### src/rtl/rtc_hms_counter.sv
// rtc_hms_counter: BCD hh:mm:ss real-time clock with load, digit edit and 12/24h display; alarm built only with RTC_ALARM_EN.
module rtc_hms_counter #(
    parameter int CLK_FREQ_HZ = 100000000
) (
    input  logic            clk,
    input  logic            rst,
    input  logic            clock_ena,
    input  logic            mode_12h,
    input  logic [5:0]      position,
    input  logic            incre,
    input  logic            decre,
    input  logic            load,
    input  logic [5:0][7:0] time_h_m_s,
    input  logic            alarm_wr,
    input  logic [3:0][3:0] alarm_h_m,
    input  logic            alarm_on,
    output logic [1:0]      d_hours,
    output logic [3:0]      u_hours,
    output logic [3:0]      d_min,
    output logic [3:0]      u_min,
    output logic [3:0]      d_seg,
    output logic [3:0]      u_seg,
    output logic            pm,
    output logic            sec_tick,
    output logic            day_tick,
    output logic            load_err,
    output logic            alarm_match
);
    localparam int PW = $clog2(CLK_FREQ_HZ);

    function automatic logic [3:0] wrap(input logic [3:0] v, input logic [3:0] top, input logic up);
        return up ? (v == top ? 4'd0 : v + 4'd1) : (v == 4'd0 ? top : v - 4'd1);
    endfunction

    function automatic logic [5:0] bcd(input logic [4:0] h);
        return {h >= 5'd20 ? 2'd2 : h >= 5'd10 ? 2'd1 : 2'd0,
                h[3:0] - (h >= 5'd20 ? 4'd4 : h >= 5'd10 ? 4'd10 : 4'd0)};
    endfunction

    function automatic logic hour_ok(input logic [3:0] d, input logic [3:0] u);
        return (d < 4'd2 && u <= 4'd9) || (d == 4'd2 && u <= 4'd3);
    endfunction

    logic [PW-1:0] pre_q, pre_d;
    logic [3:0]    us_q, ds_q, um_q, dm_q, uh_q;
    logic [3:0]    us_d, ds_d, um_d, dm_d, uh_d;
    logic [1:0]    dh_q, dh_d;
    logic          sec_q, day_q, day_d, err_q, err_d;
    logic          tick, adv, ed, ld_ok, ldv, up, alarm_err, c0, c1, c2, c3;
    logic [4:0]    hr, hr_n, hr12;
    logic          unused_bits;

    assign tick  = clock_ena && pre_q == PW'(CLK_FREQ_HZ - 1);
    assign ld_ok = time_h_m_s[0][3:0] <= 4'd9 && time_h_m_s[1][3:0] <= 4'd5 &&
                   time_h_m_s[2][3:0] <= 4'd9 && time_h_m_s[3][3:0] <= 4'd5 &&
                   hour_ok(time_h_m_s[5][3:0], time_h_m_s[4][3:0]);
    assign ldv   = load && ld_ok;
    assign adv   = tick && !load;
    assign ed    = !load && !tick && $onehot(position) && (incre ^ decre);
    assign up    = adv || incre;
    assign hr    = 5'(dh_q) * 5'd10 + 5'(uh_q);
    assign c0    = us_q == 4'd9;
    assign c1    = c0 && ds_q == 4'd5;
    assign c2    = c1 && um_q == 4'd9;
    assign c3    = c2 && dm_q == 4'd5;

    always_comb begin
        pre_d = ldv ? '0 : clock_ena ? (tick ? '0 : pre_q + 1'b1) : pre_q;
        us_d  = ldv ? time_h_m_s[0][3:0] : (adv || (ed && position[0])) ? wrap(us_q, 4'd9, up) : us_q;
        ds_d  = ldv ? time_h_m_s[1][3:0] : ((adv && c0) || (ed && position[1])) ? wrap(ds_q, 4'd5, up) : ds_q;
        um_d  = ldv ? time_h_m_s[2][3:0] : ((adv && c1) || (ed && position[2])) ? wrap(um_q, 4'd9, up) : um_q;
        dm_d  = ldv ? time_h_m_s[3][3:0] : ((adv && c2) || (ed && position[3])) ? wrap(dm_q, 4'd5, up) : dm_q;
        // Tens-of-hours edits that would leave 0..23 are ignored rather than wrapped
        hr_n  = ((adv && c3) || (ed && position[4])) ? (up ? (hr == 5'd23 ? 5'd0 : hr + 5'd1) : (hr == 5'd0 ? 5'd23 : hr - 5'd1)) :
                (ed && position[5]) ? (incre ? (hr <= 5'd13 ? hr + 5'd10 : hr) : (hr >= 5'd10 ? hr - 5'd10 : hr)) : hr;
        {dh_d, uh_d} = ldv ? {time_h_m_s[5][1:0], time_h_m_s[4][3:0]} : bcd(hr_n);
        day_d = adv && c3 && hr == 5'd23;
        err_d = (load && !ld_ok) || alarm_err;
    end

    always_ff @(posedge clk) begin
        if (rst) begin
            pre_q <= '0;
            {dh_q, uh_q, dm_q, um_q, ds_q, us_q} <= '0;
            {sec_q, day_q, err_q} <= '0;
        end else begin
            pre_q <= pre_d;
            {dh_q, uh_q, dm_q, um_q, ds_q, us_q} <= {dh_d, uh_d, dm_d, um_d, ds_d, us_d};
            {sec_q, day_q, err_q} <= {tick, day_d, err_d};
        end
    end

`ifdef RTC_ALARM_EN
    logic [15:0] alarm_q;
    logic        al_ok, am_q, am_d;

    assign al_ok     = alarm_h_m[0] <= 4'd9 && alarm_h_m[1] <= 4'd5 && hour_ok(alarm_h_m[3], alarm_h_m[2]);
    assign alarm_err = alarm_wr && !al_ok;
    assign am_d      = adv && alarm_on && c1 && {2'b00, dh_d, uh_d, dm_d, um_d} == alarm_q;

    always_ff @(posedge clk) begin
        if (rst) begin
            alarm_q <= '0;
            am_q    <= 1'b0;
        end else begin
            alarm_q <= (alarm_wr && al_ok) ? alarm_h_m : alarm_q;
            am_q    <= am_d;
        end
    end

    assign alarm_match = am_q;
    assign unused_bits = ^{time_h_m_s[0][7:4], time_h_m_s[1][7:4], time_h_m_s[2][7:4],
                           time_h_m_s[3][7:4], time_h_m_s[4][7:4], time_h_m_s[5][7:4]};
`else
    assign alarm_err   = 1'b0;
    assign alarm_match = 1'b0;
    assign unused_bits = ^{time_h_m_s[0][7:4], time_h_m_s[1][7:4], time_h_m_s[2][7:4],
                           time_h_m_s[3][7:4], time_h_m_s[4][7:4], time_h_m_s[5][7:4],
                           alarm_wr, alarm_h_m, alarm_on};
`endif

    assign hr12 = hr == 5'd0 ? 5'd12 : hr > 5'd12 ? hr - 5'd12 : hr;
    assign {d_hours, u_hours} = bcd(mode_12h ? hr12 : hr);
    assign {d_min, u_min, d_seg, u_seg} = {dm_q, um_q, ds_q, us_q};
    assign pm       = mode_12h && hr >= 5'd12;
    assign sec_tick = sec_q;
    assign day_tick = day_q;
    assign load_err = err_q;
endmodule
### config.mk
export PLATFORM = sky130hd
export DESIGN_NAME = rtc_hms_counter
export DESIGN_NICKNAME = d
export VERILOG_FILES = /design/src/rtl/rtc_hms_counter.sv
export SDC_FILE = /design/constraint.sdc
export NUM_CORES = 1
export LEC_CHECK = 0
export BUFFER_PORTS_ARGS = -buffer_cell sky130_fd_sc_hd__buf_2
export CAP_MARGIN = 20
export CORE_MARGIN = 8
export CORE_UTILIZATION = 50
export DETAILED_ROUTE_END_ITERATION = 6
export PLACE_DENSITY_LB_ADDON = 0.05
export SLEW_MARGIN = 20
export SYNTH_ARGS = -nofsm -noshare
export SYNTH_HDL_FRONTEND = slang
export SYNTH_SLANG_ARGS = --single-unit
export TNS_END_PERCENT = 100
### constraint.sdc
create_clock -name clk -period 9.8 [get_ports clk]
set_clock_uncertainty 0.15 [all_clocks]
set_input_delay 0.98 -clock clk [delete_from_list [all_inputs] [get_ports clk]]
set_output_delay 0.98 -clock clk [all_outputs]
set_load 0.01 [all_outputs]
Word-level counts from Yosys, hierarchy flattened
Index checks and enable logic that the tools add are counted.

storage, ports and cells
  register bits = 52
  input port bits = 79
  output and inout port bits = 27

operators by class
  add/sub/neg operators = 22
  $mul = 1
  order comparisons = 15
  equal/unequal tests = 8
  muxes and demuxes = 41
  bitwise logic cells = 1
  reduce and logical (&&, ||, !) cells = 48

operators with widths
  kind                     count
  $mux W4                  24
  $mux W5                  11
  $logic_and A1 B1 Y1      28
  $add A27 B1 Y27 const B  1
  $eq A27 B27 Y1 const B   1
  $mux W27                 1
  $ge A5 B4 Y1 const B     4
  $add A4 B1 Y4 const B    4
  $logic_not A4 Y1         4
  $sub A4 B1 Y4 const B    4
  $le A4 B4 Y1 const B     3
  $ge A5 B5 Y1 const B     2
  $sub A5 B4 Y5 const B    2
  $eq A4 B3 Y1 const B     2
  $eq A4 B4 Y1 const B     2
  $le A4 B3 Y1 const B     2
  $reduce_bool A2 Y1       4
  $sub A4 B4 Y4            2
  $logic_or A1 B1 Y1       7
  $add A1 B1 Y2            3
  $mux W6                  1
  $add A5 B1 Y5 const B    1
  $add A5 B4 Y5            1
  $add A5 B4 Y5 const B    1
  other kinds (17)         21

Longest topological paths before layout
  depth after elaboration = 14
  depth in mapped cells = 20
  depth with buffers taken out = 20

Least setup slack after synthesis
Ideal clock, no wire load.

  path type = input -> register
  start point = input position[0]
  end point = register uh_q[3]
  library setup time = 0.088 ns
  arrival time = 5.334 ns
  data required time = 9.562 ns
  slack = 4.227 ns
  stages on the path = 19
  buffers on the path = 0
  path through = inv_1 -> fa_1 -> fa_1 -> inv_1 -> ha_1 -> fa_1 -> nor4_2 -> nand2_1 -> mux2i_4 -> mux2_4 -> o22ai_4 -> nor2_1 -> o31ai_1 -> ha_1 -> inv_1 -> fa_1 -> inv_1 -> nand3_1 -> a311oi_2

on the way
  cells in the longest elaborated chain, start to end = 14
  elaborated cells on any way between the ends = 17

RTL lines
  item                                                  RTL line  text
  from (decl)                                           9         input logic [5:0] position,
  $add A1 B1 Y2 (not written as such) *                 59        assign ed = !load && !tick && $onehot(position) && (incre ^ decre);
  $add A2 B2 Y3 (not written as such) *                 59
  $add A3 B2 Y3 (not written as such) *                 59
  $eq A3 B1 Y1 *                                        59
  $logic_and A1 B1 Y1 * (2 in series)                   59
  $logic_and A1 B1 Y1 (on tied branches)                75, 74
  $mux W5 / $logic_or A1 B1 Y1 (equally long branches)  75, 74
  $mux W5 *                                             74        hr_n = ((adv && c3) || (ed && position[4])) ? (up ? (hr == 5'd23 ? 5'd0 : hr + 5'd1) : (hr == 5'd0 ? 5'd23 : h ...
  $ge A5 B4 Y1                                          37        h[3:0] - (h >= 5'd20 ? 4'd4 : h >= 5'd10 ? 4'd10 : 4'd0)};
  $mux W4 (2 in series)                                 37
  $sub A4 B4 Y4 *                                       37
  $mux W6 *                                             76        {dh_d, uh_d} = ldv ? {time_h_m_s[5][1:0], time_h_m_s[4][3:0]} : bcd(hr_n);
  to (signal assigned)                                  88        {dh_q, uh_q, dm_q, um_q, ds_q, us_q} <= {dh_d, uh_d, dm_d, um_d, ds_d, us_d};
  to (decl)                                             45        logic [3:0] us_q, ds_q, um_q, dm_q, uh_q;

Mark *: on every way between the ends. The rest lies on a longest branch, timed or not.
A chain may end at the register's enable or synchronous reset.

Worst setup path in the final report
Same ends and word-level chain as after synthesis.

==> out/qor.yml <==
floorplan:
  rows: 33
  io_pins: 106
  die_w_um: 106
  core_area_sq_mm: 0.00801
  dieArea_sq_mm: 0.0112
  initial_core_util_pct: 50.5
  die_y_um: 106
clock_tree:
  cts.path.max_buffers: 2
  cts_resized: 0
  cts_sinks: 52
  htreeDepth: 2
  cts_setup_buffers: 0
  cts_buffers: 5
  clk_pin_slew_ns: 0.10
  clk-insertion-delay-late_ns: 0.31
  tritoncts: "built"
  hold_buffers: 0
  root_buffer: "clkbuf_8"
hold_path:
  worst_hold_path.endpoint: "pre_q[26]"
  whs_path_depth: 2
  min_path_type: "reg -> reg"
  min_from: "pre_q[26]"
setup_path:
  critPathRequiredTime_ns: 9.87
  reg2reg_depth: 19
  crit_type: "in -> reg"
  path_delay_family: "adder cells"
  critPathMaxFanout: 8
  slowest_stage: "nor4_2"
  crit_path_cell_trace: "buf_2, inv_1, fa_1, fa_1, inv_1, ha_1, fa_1, nor4_2, o311ai_0, a21oi_1, xnor2_1, o21ai_0, nor2_1, o31ai_1, ha_1, inv_1, fa_1, inv_1, nand3_1, a311oi_2"
  timing.rr.end: "uh_q[3]"
  critPathArrivalTime_ns: 6.17
  r2r-start: "dh_q[0]"
  crit_path_end_kind: "flop"
  ff2ff_setup_slack_ns: 4.97
  slowest_delay_ns: 0.70
  startpoint_type: "input port"
  critPathBufInv: 5
global_routing:
  antenna_found_initial: 0
  grt_max_degree: 40
  grt_pass1_vias: 3634
  grt-ovfl-total: 0
  gr-usage-all-layers_pct: 18.3
  grt_pass1_wl_mm: 17.4
power:
  cellInternalPower_w: 0.000402
  ir_drop_v: 0.0000629
  p_leak_nw: 1.81
  p_sw_w: 0.000282
  power_frac_clock_pct: 19.1
  seqPwrFrac_pct: 33.4
  power.total_w: 0.000684
  power_frac_comb_pct: 47.5
  pwr_density_cell_mw_per_mm2: 153
  swShare_pct: 41.2
finish:
  layout-drive-gt1-share_pct: 15.6
  final_nets: 680
  fin_util_pct: 55.9
  final_common_cell: "nor2_1"
  antennaDiodeCount: 0
  fill_cells: 803
  final_cell_mix: "nor2_1 (72), buf_2 (62), dfxtp_1 (52)"
  syn_to_final_growth_pct: 10.6
drt:
  first_pass_iters: 4
  drt_iter0_markers: 205
  viasPerCell: 5.72
  routed_wirelength_mm: 10.2
  drc: 0
  wl_per_cell_um: 14.9
  num_vias: 3893
  ant_nets: 0
logic_synthesis:
  synth.net_count: 638
  synthCells: 533
  synth_top_area_share_pct: 25.7
  synth_edf_count: 0
  ys.flop_type: "dfxtp_1"
  syn_avg_cell_area_sq_um: 7.59
  async_flop_share_pct: 0
  ys_seq_area_share_pct: 25.7
  synth_top_area_cell: "dfxtp_1"
  synth.distinct_cells: 71
  yosysWarnings: 0
  synth_seq_cells: 52
  mappedNetlistArea_sq_mm: 0.00405
  synth_area_leaders: "dfxtp_1 (26%), nor2_1 (6.7%), ha_1 (6.2%)"
timing:
  rsz0062_at_grt: "false"
  setup_viol: 0
  hold_violations: 0
  period_minus_slack_ns: 6.10
  fmax_mhz: 164
  fin_crit_sh_pct: 62.2
  maxSlewHeadroom_pct: 45.3
  worstMarginPinSlew_ns: 0.818
  tns_ns: 0
  final-max-slew-violation-count: 0
job:
  maxCapViolations: 0
placed_design:
  hpwl_mm: 7.62
  numPortBuffers: 62
  gp_congestion: 0.868
run_status:
  status: "completed"
## cell usage after synthesis (all sizes together) (3+ instances only)
master,number
nor2b,7
a21oi,35
a221oi,4
inv,29
xnor2,16
fa,6
nand4,9
clkbuf,20
nor2,72
nor4,7
nand3,23
a31oi,8
nand2,49
o211ai,6
a21o,4
ha,20
a211oi,8
o22ai,4
o21ai,23
dfxtp,52
o31ai,7
xor2,20
o311ai,3
and3,6
or2,4
a311oi,3
nor3,17
mux2i,5
nor4bb,4
and2,6
or3,9
buf,8
mux2,3
nand2b,7
## how the worst max path moves through the flow
stage / from / end / slack, ns / depth (start not counted)
after floorplan: position[0] / uh_q[3] / 4.23 / 19
after global placement: position[0] / uh_q[3] / 3.52 / 20
after detailed placement: position[0] / uh_q[3] / 3.38 / 20
after CTS: position[0] / uh_q[3] / 3.70 / 20
after global routing: position[0] / uh_q[3] / 3.27 / 20
final: position[0] / uh_q[3] / 3.70 / 20
## per-layer routing
| layer | wire (um) | part of all wire, % | vias to the layer above | track usage (%) |
|---|---|---|---|---|
| met3 | 454 | 4.5 | 11 | 2.72 |
| met5 | 0 | 0 | - | 0 |
| li1 | - | - | 1983 | - |
| met4 | 148 | 1.5 | 0 | 5.73 |
| met1 | 4630 | 46 | 1823 | 24.2 |
| met2 | 4930 | 49 | 76 | 29.9 |
## metrics by stage
stage / hold WS (ns) / setup WS, ns / cells / area [sq um]
floorplan: 0.316 / 4.23 / 533 / 4050
global placement: 0.342 / 3.52 / 673 / 4380
detailed placement: 0.350 / 3.38 / 673 / 4380
CTS: 0.371 / 3.70 / 681 / 4480
global route: 0.415 / 3.27 / 681 / 4480
finish: 0.368 / 3.70 / 681 / 4480
## layout make-up
| cell class | count | area, sq um | area share, % |
|---|---|---|---|
| multi-input cells | 424 | 2780 | 62.2 |
| clock inverters | 3 | 25.0 | 0.559 |
| repair buffers | 63 | 318 | 7.10 |
| clock buffers | 5 | 68.8 | 1.54 |
| well taps | 105 | 131 | 2.93 |
| flip-flops and latches | 52 | 1040 | 23.3 |
| inverters | 29 | 109 | 2.43 |
## worst min-delay path, delay by kind of cell, from the launching register on
family,cells,cell delay (ns)
xor gates and xnor gates,1,0.07
DFF,1,0.35
and+or+nand+nor,1,0.07
## power groups by stage
stage	Clock, W	Sequential (W)	Combinational, W
floorplan	0	0.000231	0.000239
global placement	0	0.000233	0.000320
detailed placement	0	0.000233	0.000326
CTS	0.000135	0.000229	0.000328
global route	0.000141	0.000230	0.000377
finish	0.000131	0.000229	0.000325
## cell families after synthesis
family / share of synthesized area [%]
xor gates and xnor gates: 7.79
buffers and inverters: 5.78
muxes: 2.57
other: 0.0926
and+or+nand+nor: 27.7
DFF: 25.7
AOI/OAI and AO/OA: 21.2
adders and majority gates: 9.15
## state kept, by name, summed over array words and instances (netlist names)
name      count
u_seg         4
day_tick      1
sec_tick      1
dh_q          2
d_min         4
u_min         4
load_err      1
uh_q          4
d_seg         4
pre_q        27
Power figures use the tool's default switching activity.
